File: config.mk
export PLATFORM = sky130hd
export DESIGN_NAME = life_grid_16x16
export DESIGN_NICKNAME = d
export VERILOG_FILES = /design/src/rtl/life_grid_16x16.sv
export SDC_FILE = /design/constraint.sdc
export NUM_CORES = 2
export LEC_CHECK = 0
export BUFFER_PORTS_ARGS = -buffer_cell sky130_fd_sc_hd__buf_4
export CELL_PAD_IN_SITES_DETAIL_PLACEMENT = 0
export CELL_PAD_IN_SITES_GLOBAL_PLACEMENT = 1
export CORE_ASPECT_RATIO = 0.7
export CORE_UTILIZATION = 43
export DETAILED_ROUTE_END_ITERATION = 12
export HOLD_SLACK_MARGIN = 0.06
export PLACE_DENSITY = 0.81
export SYNTH_ARGS = -nofsm -noshare
export SYNTH_HDL_FRONTEND = slang
export SYNTH_SLANG_ARGS = --single-unit
File: constraint.sdc
create_clock -name clk -period 3 [get_ports clk]
set_input_delay 0.15 -clock clk [delete_from_list [all_inputs] [get_ports clk]]
set_output_delay 0.15 -clock clk [all_outputs]
set_load 0.1 [all_outputs]
File: src/rtl/life_grid_16x16.sv
// ============================================================================
//  Module   : life_grid_16x16
//  Brief    : 16x16 Game of Life cell array, 4x4 block host access, tileable
//             through edge and corner neighbour ports.
//  Revision : 1.0 - initial release
// ============================================================================
`default_nettype none

module life_grid_16x16 (
    input  logic        clk,
    input  logic        reset,
    input  logic [15:0] vali,
    input  logic [3:0]  vali_selector,
    input  logic [3:0]  valo_selector,
    input  logic        write_enb,
    input  logic        step,
    output logic [15:0] valo,
    output logic [15:0] valo_prev,
    input  logic [15:0] ni,
    input  logic [15:0] si,
    input  logic [15:0] wi,
    input  logic [15:0] ei,
    input  logic        nwi,
    input  logic        nei,
    input  logic        sei,
    input  logic        swi,
    output logic [15:0] no,
    output logic [15:0] so,
    output logic [15:0] wo,
    output logic [15:0] eo,
    output logic        nwo,
    output logic        neo,
    output logic        seo,
    output logic        swo
);

    localparam int c_N = 16;

    // Cells indexed [row][col]
    logic [c_N-1:0][c_N-1:0] r_cur;
    logic [c_N-1:0][c_N-1:0] r_prev;
    logic [c_N-1:0][c_N-1:0] w_next;

    // Array surrounded by a one-cell ring of virtual neighbours
    logic [c_N+1:0][c_N+1:0] w_ext;

    always_comb begin
        w_ext            = '0;
        w_ext[0][0]      = nwi;
        w_ext[0][c_N+1]  = nei;
        w_ext[c_N+1][0]  = swi;
        w_ext[c_N+1][c_N+1] = sei;
        for (int i = 0; i < c_N; i++) begin
            w_ext[0][i+1]     = ni[i];
            w_ext[c_N+1][i+1] = si[i];
            w_ext[i+1][0]     = wi[i];
            w_ext[i+1][c_N+1] = ei[i];
            for (int j = 0; j < c_N; j++) begin
                w_ext[i+1][j+1] = r_cur[i][j];
            end
        end
    end

    generate
        for (genvar gr = 0; gr < c_N; gr++) begin : g_row
            for (genvar gc = 0; gc < c_N; gc++) begin : g_col
                logic [3:0] w_cnt;
                assign w_cnt = {3'b000, w_ext[gr][gc]}   + {3'b000, w_ext[gr][gc+1]}
                             + {3'b000, w_ext[gr][gc+2]} + {3'b000, w_ext[gr+1][gc]}
                             + {3'b000, w_ext[gr+1][gc+2]} + {3'b000, w_ext[gr+2][gc]}
                             + {3'b000, w_ext[gr+2][gc+1]} + {3'b000, w_ext[gr+2][gc+2]};
                assign w_next[gr][gc] = (w_cnt == 4'd3) ||
                                        (r_cur[gr][gc] && (w_cnt == 4'd2));
            end
        end
    endgenerate

    // Block word bit b maps to row {sel[1:0], b[1:0]}, column {sel[3:2], b[3:2]}
    always_ff @(posedge clk) begin
        if (reset) begin
            r_cur  <= '0;
            r_prev <= '0;
        end else if (write_enb) begin
            for (int b = 0; b < 16; b++) begin
                r_cur[{vali_selector[1:0], b[1:0]}][{vali_selector[3:2], b[3:2]}] <= vali[b];
            end
        end else if (step) begin
            r_prev <= r_cur;
            r_cur  <= w_next;
        end
    end

    always_comb begin
        valo      = '0;
        valo_prev = '0;
        for (int b = 0; b < 16; b++) begin
            valo[b]      = r_cur[{valo_selector[1:0], b[1:0]}][{valo_selector[3:2], b[3:2]}];
            valo_prev[b] = r_prev[{valo_selector[1:0], b[1:0]}][{valo_selector[3:2], b[3:2]}];
        end
    end

    assign no  = r_cur[0];
    assign so  = r_cur[c_N-1];
    assign nwo = r_cur[0][0];
    assign neo = r_cur[0][c_N-1];
    assign seo = r_cur[c_N-1][c_N-1];
    assign swo = r_cur[c_N-1][0];

    generate
        for (genvar gj = 0; gj < c_N; gj++) begin : g_side
            assign wo[gj] = r_cur[gj][0];
            assign eo[gj] = r_cur[gj][c_N-1];
        end
    endgenerate

endmodule

`default_nettype wire

# Word level (Yosys, flattened, before mapping)
# Index checks and enable logic that the tools add are counted.
totals:
  elab_cells: 3021
  in_bits: 96
  register_bits: 512
  out_inout_bits: 100
classes:
  n_eq_ne: 512
  n_bitwise: 1
  muxes: 138
  n_reduce_logical: 522
  add_sub_neg: 1792
  magnitude_cmp: 24
ops:
  columns: ["cell", "n"]
  rows:
  - ["$add 4x1->4", 1024]
  - ["$bwmux 256", 16]
  - ["$eq 4x2->1 const B", 512]
  - ["$add 3x1->4", 256]
  - ["$add 2x1->3", 256]
  - ["$add 1x1->2", 256]
  - ["$demux 16 s2", 16]
  - ["$mux 256", 2]
  - ["$logic_and 1x1->1", 264]
  - ["$bmux 16 s2", 8]
  - ["$logic_or 1x1->1", 256]
  - ["$mux 16", 12]
  - ["$lt 4x5->1 const B", 16]
  - ["$bmux 1 s2", 32]
  - ["$mux 15", 4]
  - ["$mux 14", 4]
  - ["$mux 13", 4]
  - ["$mux 1", 36]
  - ["$ge 4x1->1 const B", 8]
  - ["$demux 1 s2", 4]
  - ["$reduce_and 2->1", 1]
  - ["$reduce_bool 2->1", 1]
  - ["$not 1->1", 1]

# Longest topological paths before layout
logic_depth:
  ltp_word: 23
  mapped_depth: 11
  depth_no_buf: 11

# Least setup slack after synthesis
# No wires, ideal clock.
synth_path:
  path_kind: "register to register"
  start: "reg r_cur, in the netlist so[0]"
  end: "reg r_cur[225] (netlist bit)"
  setup_time_ns: 0.132
  t_arrival_ns: 3.683
  setup_slack_ns: -0.815
  path_buffers: 0
  period_less_slack_ns: 3.815
  path_stages_with_launch: 11
  t_required_ns: 2.868
  path_cell_list: "dfxtp_1 > inv_1 > fa_1 > fa_1 > fa_1 > inv_1 > ha_1 > fa_1 > and3_1 > o21ai_0 > a21oi_1"
synth_between:
  elab_chain_cells: 8
  elab_cells_between_ends: 9
  cone_classes: "add/sub (3); eq/ne (2); mux (2); reduce/logical (2)"
synth_lines:
  columns: ["item", "line_no", "rtl"]
  rows:
  - ["start, declared", "40", "logic [c_N-1:0][c_N-1:0] r_cur;"]
  - ["start signal, assigned by index", "85", "r_cur[{vali_selector[1:0], b[1:0]}][{vali_selector[3:2], b[3:2]}] <= vali[b];"]
  - ["start signal, assigned", "89", "r_cur <= w_next;"]
  - ["$add 4x1->4 *", "70", "+ {3'b000, w_ext[gr+1][gc+2]} + {3'b000, w_ext[gr+2][gc]}"]
  - ["$add 4x1->4 * (2 in series)", "71", "+ {3'b000, w_ext[gr+2][gc+1]} + {3'b000, w_ext[gr+2][gc+2]};"]
  - ["$eq 4x2->1", "73", "(r_cur[gr][gc] && (w_cnt == 4'd2));"]
  - ["$logic_and 1x1->1", "73", null]
  - ["$logic_or 1x1->1 *", "72", "assign w_next[gr][gc] = (w_cnt == 4'd3) ||"]
  - ["$mux 256 *", "87", "end else if (step) begin"]
  - ["$mux 256 *", "83", "end else if (write_enb) begin"]
# Every way passes the cells marked *; elsewhere a longest branch is shown, timed or not. The select of a mux whose other input is x is not followed.
# A chain may end at the register's enable or synchronous reset.

# Worst setup path in the final report
layout_path:
  start: "reg r_cur[35] (netlist bit)"
  end: "reg r_cur[52] (netlist bit)"
layout_between:
  elab_chain_cells: 12
  elab_cells_between_ends: 13
  cone_classes: "add/sub (7); eq/ne (2); mux (2); reduce/logical (2)"
layout_lines:
  columns: ["item", "line_no", "rtl"]
  rows:
  - ["$add 1x1->2 *", "68", "assign w_cnt = {3'b000, w_ext[gr][gc]} + {3'b000, w_ext[gr][gc+1]}"]
  - ["$add 2x1->3 *", "69", "+ {3'b000, w_ext[gr][gc+2]} + {3'b000, w_ext[gr+1][gc]}"]
  - ["$add 3x1->4 *", "69", null]
  - ["$add 4x1->4 * (2 in series)", "70", null]
  - ["$add 4x1->4 * (2 in series)", "71", null]
  - ["$eq 4x2->1", "73", null]
  - ["$logic_and 1x1->1", "73", null]
  - ["$logic_or 1x1->1 *", "72", null]
  - ["$mux 256 *", "87", null]
  - ["$mux 256 *", "83", null]
# Marked as above.

==> results.md <==
- Status: complete, but fails checks
- Violated checks: setup timing
- Area of the multi-input gates: around 0.050 mm²
- Syn nets: 9,234
- Starting density of the core: 0.433
- Residual DRC count: 0
- Post-synth ARST share: 0
- NumNets Final: 10,000
- Worst Slack Setup Final: -237 ps
- Startpoint Class: register
- Row Count: 120
- Crit end category: register
- Area growth from synthesis to layout: 19.9%
- Placed cell count: ~9,900
- RSZ-0062 raised after global routing: true
- Die ar.: ~0.16 mm²
- GRT met3 Usage: 0.0425
- Via density: between 5 and 6
- Synth warn: 0
- Internal power: between 0.01 and 0.015 W
- CTS clk-pin slew, worst paths: ~60 ps
- Critical path peak fanout: 5
- Overall Global Routing Usage: 0.274
- Flops & latches, synth: slightly above 500
- Fin crit period: 3240 ps
- Share of cells above drive strength 1: 0.241
- # clock sinks: between 500 and 600
- Maxcap violations: 0
- Fin cells: slightly above 10,000
- Clk network pwr share: 0.353
- Buffers added on ports: 195
- Largest net degree at the start of global routing: about 130
- CTS tree: done
- Clock Skews: approximately 22 ps
- Worst Path Required: 3620 ps
- Met1 usage: 0.355
- Fillers: 13,900
- Antenna violations before repair: 2
- Mean routed wirelength per cell: 20.8 µm
- Final max-slew violation count: 0
- HP Class: in -> reg
- Cell Area, Synth: between 0.06 and 0.07 mm²
- Clock latency on the worst-skew pair: about 700 ps
- DR vias: about 55,000
- Final wirelength: 212,000 µm
- Final setup fails: about 190
- Core Area: ~0.15 mm²
- WP data arrival: between 3000 and 4000 ps
- H-tree levels: 2
- LEAKAGE: approximately 40 nW
- Syn avg cell area: approximately 9.0 µm²
- Clock Root Buffer: clkbuf_16
- Sw frac: 0.375
- Switch Pwr: between 0.008 and 0.009 W
- Num CTS Buffers: 59
- Gpl congestion: a little over 0.9
- Number of global-route vias before repair: 55,900
- Antenna Nets Post-Route: 0
- Logic gate share of total power: 0.336
- Sequential cell area: approximately 0.011 mm²
- F_max: 0.309 GHz
- GRT overflow: 0
- Die Y: ~330 µm
- Peak supply drop: approximately 0.46 mV
- EDFF count, synth: 0
- Synth Instances: between 7,000 and 8,000
- Fin crit share: 1.08
- Starting DRC count in detailed routing: ~4,300
- Total power per unit cell area: approximately 290 mW/mm²
- Count of cell types in the netlist: 38
- Sequential Power Share: 0.311
- GR Util met2: 0.454
- Post-synthesis sequential area ratio: 0.154
- Drt first pass iters: 6
- CP Class: reg -> reg
- Ys flop type: dfxtp_1
- I/O pins: 196
- Die X: 472 µm
- Post-route core utilization: 0.520
- First-pass GRT wire length: roughly 330,000 µm
- Hold Fails Final Rpt: 0
- Clock tree buffer depth: 3
- Dpl hpwl: 155,000 µm
- Max_slew headroom: 0.451
- Worst-Margin Slew: 821 ps
- GR peak layer: met2
## synthesized netlist by cell type, types with 98 or more instances
library cell | n | share of area
a21oi_1 | 752 | 0.057
and3_1 | 256 | 0.024
buf_2 | 98 | 0.0074
clkbuf_1 | 157 | 0.0089
dfxtp_1 | 512 | 0.15
fa_1 | 1024 | 0.31
ha_1 | 768 | 0.14
inv_1 | 1348 | 0.076
mux2i_1 | 128 | 0.019
mux4_2 | 128 | 0.043
nand2_1 | 561 | 0.032
nor2_1 | 638 | 0.036
o21ai_0 | 508 | 0.038
## registers in the layout, summed over array words and instances, names as in the netlist
signal / cells
so: 16
r_cur: 196
r_prev: 256
no: 16
eo: 14
wo: 14
## logic make-up after synthesis
kind of cell             synth area share
multiplexers                       0.0627
adder cells (fa/ha/maj)             0.454
AND/OR/NAND/NOR                    0.0967
flip-flops                          0.154
AO/OA/AOI/OAI                       0.128
buffers and inverters               0.105
## worst paths after layout
path	start	slack, ps	cells past startpoint	endpoint
min	ei[7]	90	6	eo[6]$_SDFFE_PP0P_
min reg2reg	r_prev[91]$_SDFFE_PP0P_	450	2	r_prev[91]$_SDFFE_PP0P_
max reg2reg	r_cur[35]$_SDFFE_PP0P_	-240	12	r_cur[52]$_SDFFE_PP0P_
max	r_cur[35]$_SDFFE_PP0P_	-240	12	r_cur[52]$_SDFFE_PP0P_
## power groups by stage
| stage | Combinational [W] | Sequential, W | Clock [W] |
|---|---|---|---|
| after floorplan | 0.00492 | 0.00729 | 0 |
| after global placement | 0.00702 | 0.00717 | 0 |
| after detailed placement | 0.00732 | 0.00718 | 0 |
| after CTS | 0.00760 | 0.00709 | 0.00813 |
| after global routing | 0.00867 | 0.00711 | 0.00839 |
| final | 0.00767 | 0.00710 | 0.00805 |
## worst max-delay path, cell delays in order (launching register included)
cell	delay, ps
dfxtp_4	360
clkinvlp_4	130
buf_4	160
fa_1	520
fa_1	440
fa_1	490
inv_1	40
ha_2	180
fa_2	520
o21ai_1	60
nor2_1	90
o21ai_1	70
a21oi_1	110
## cells in the final DEF (no fill, tap or decap), types with 67 or more instances in the layout
master,Yosys,routed
dlygate4sd3_1,0,67
mux2i_1,128,128
ha_2,0,168
nor2_1,638,636
fa_1,1024,1007
nand2_1,561,560
inv_1,1348,1107
buf_4,78,1029
and3_1,256,256
dfxtp_2,0,206
inv_4,0,180
o31ai_1,96,96
o21ai_0,508,169
mux4_2,128,128
a21oi_1,752,752
o21ai_1,0,335
dfxtp_1,512,300
ha_1,768,581
o22ai_1,96,96
## final cells by class
| cell class | instances | area share |
|---|---|---|
| Sequential cell | 512 | 0.132 |
| Multi-Input combinational cell | 5110 | 0.628 |
| Inverter | 1348 | 0.0694 |
| Antenna cell | 1 | 0.0000314 |
| Clock inverter | 31 | 0.00434 |
| Tap cell | 2013 | 0.0316 |
| Timing Repair Buffer | 1130 | 0.114 |
| Clock buffer | 81 | 0.0211 |
## per-stage QoR
stage | power, W | setup WS [ps] | TNS (ps) | area, µm² | hold slack (ps)
2_1_floorplan | 0.0122 | -164 | -27290 | 66400 | 433
3_3_place_gp | 0.0142 | -188 | -24190 | 74500 | 439
3_5_place_dp | 0.0145 | -240 | -37570 | 74500 | 443
4_1_cts | 0.0228 | -156 | -8350 | 79100 | 67.3
5_1_grt | 0.0242 | -338 | -39090 | 79600 | 84.9
6_report | 0.0228 | -237 | -6760 | 79600 | 85.8
## routing by layer
| layer | vias to the layer above | wire length (µm) | part of all wire |
|---|---|---|---|
| li1 | 25700 | - | - |
| met1 | 27200 | 86700 | 0.41 |
| met2 | 1805 | 99700 | 0.47 |
| met3 | 375 | 15300 | 0.072 |
| met4 | 0 | 10700 | 0.051 |
| met5 | - | 0 | 0 |
## timing repair
| action | CTS | global route |
|---|---|---|
| pin swaps | 281 | 331 |
| hold endpoints to repair | 97 | 0 |
| gates resized for setup | 977 | 216 |
| buffers inserted | 116 | 9 |
| setup endpoints to repair | 251 | 256 |
| hold buffers | 67 | 0 |
Note: power is estimated with default switching activity, not from simulation.
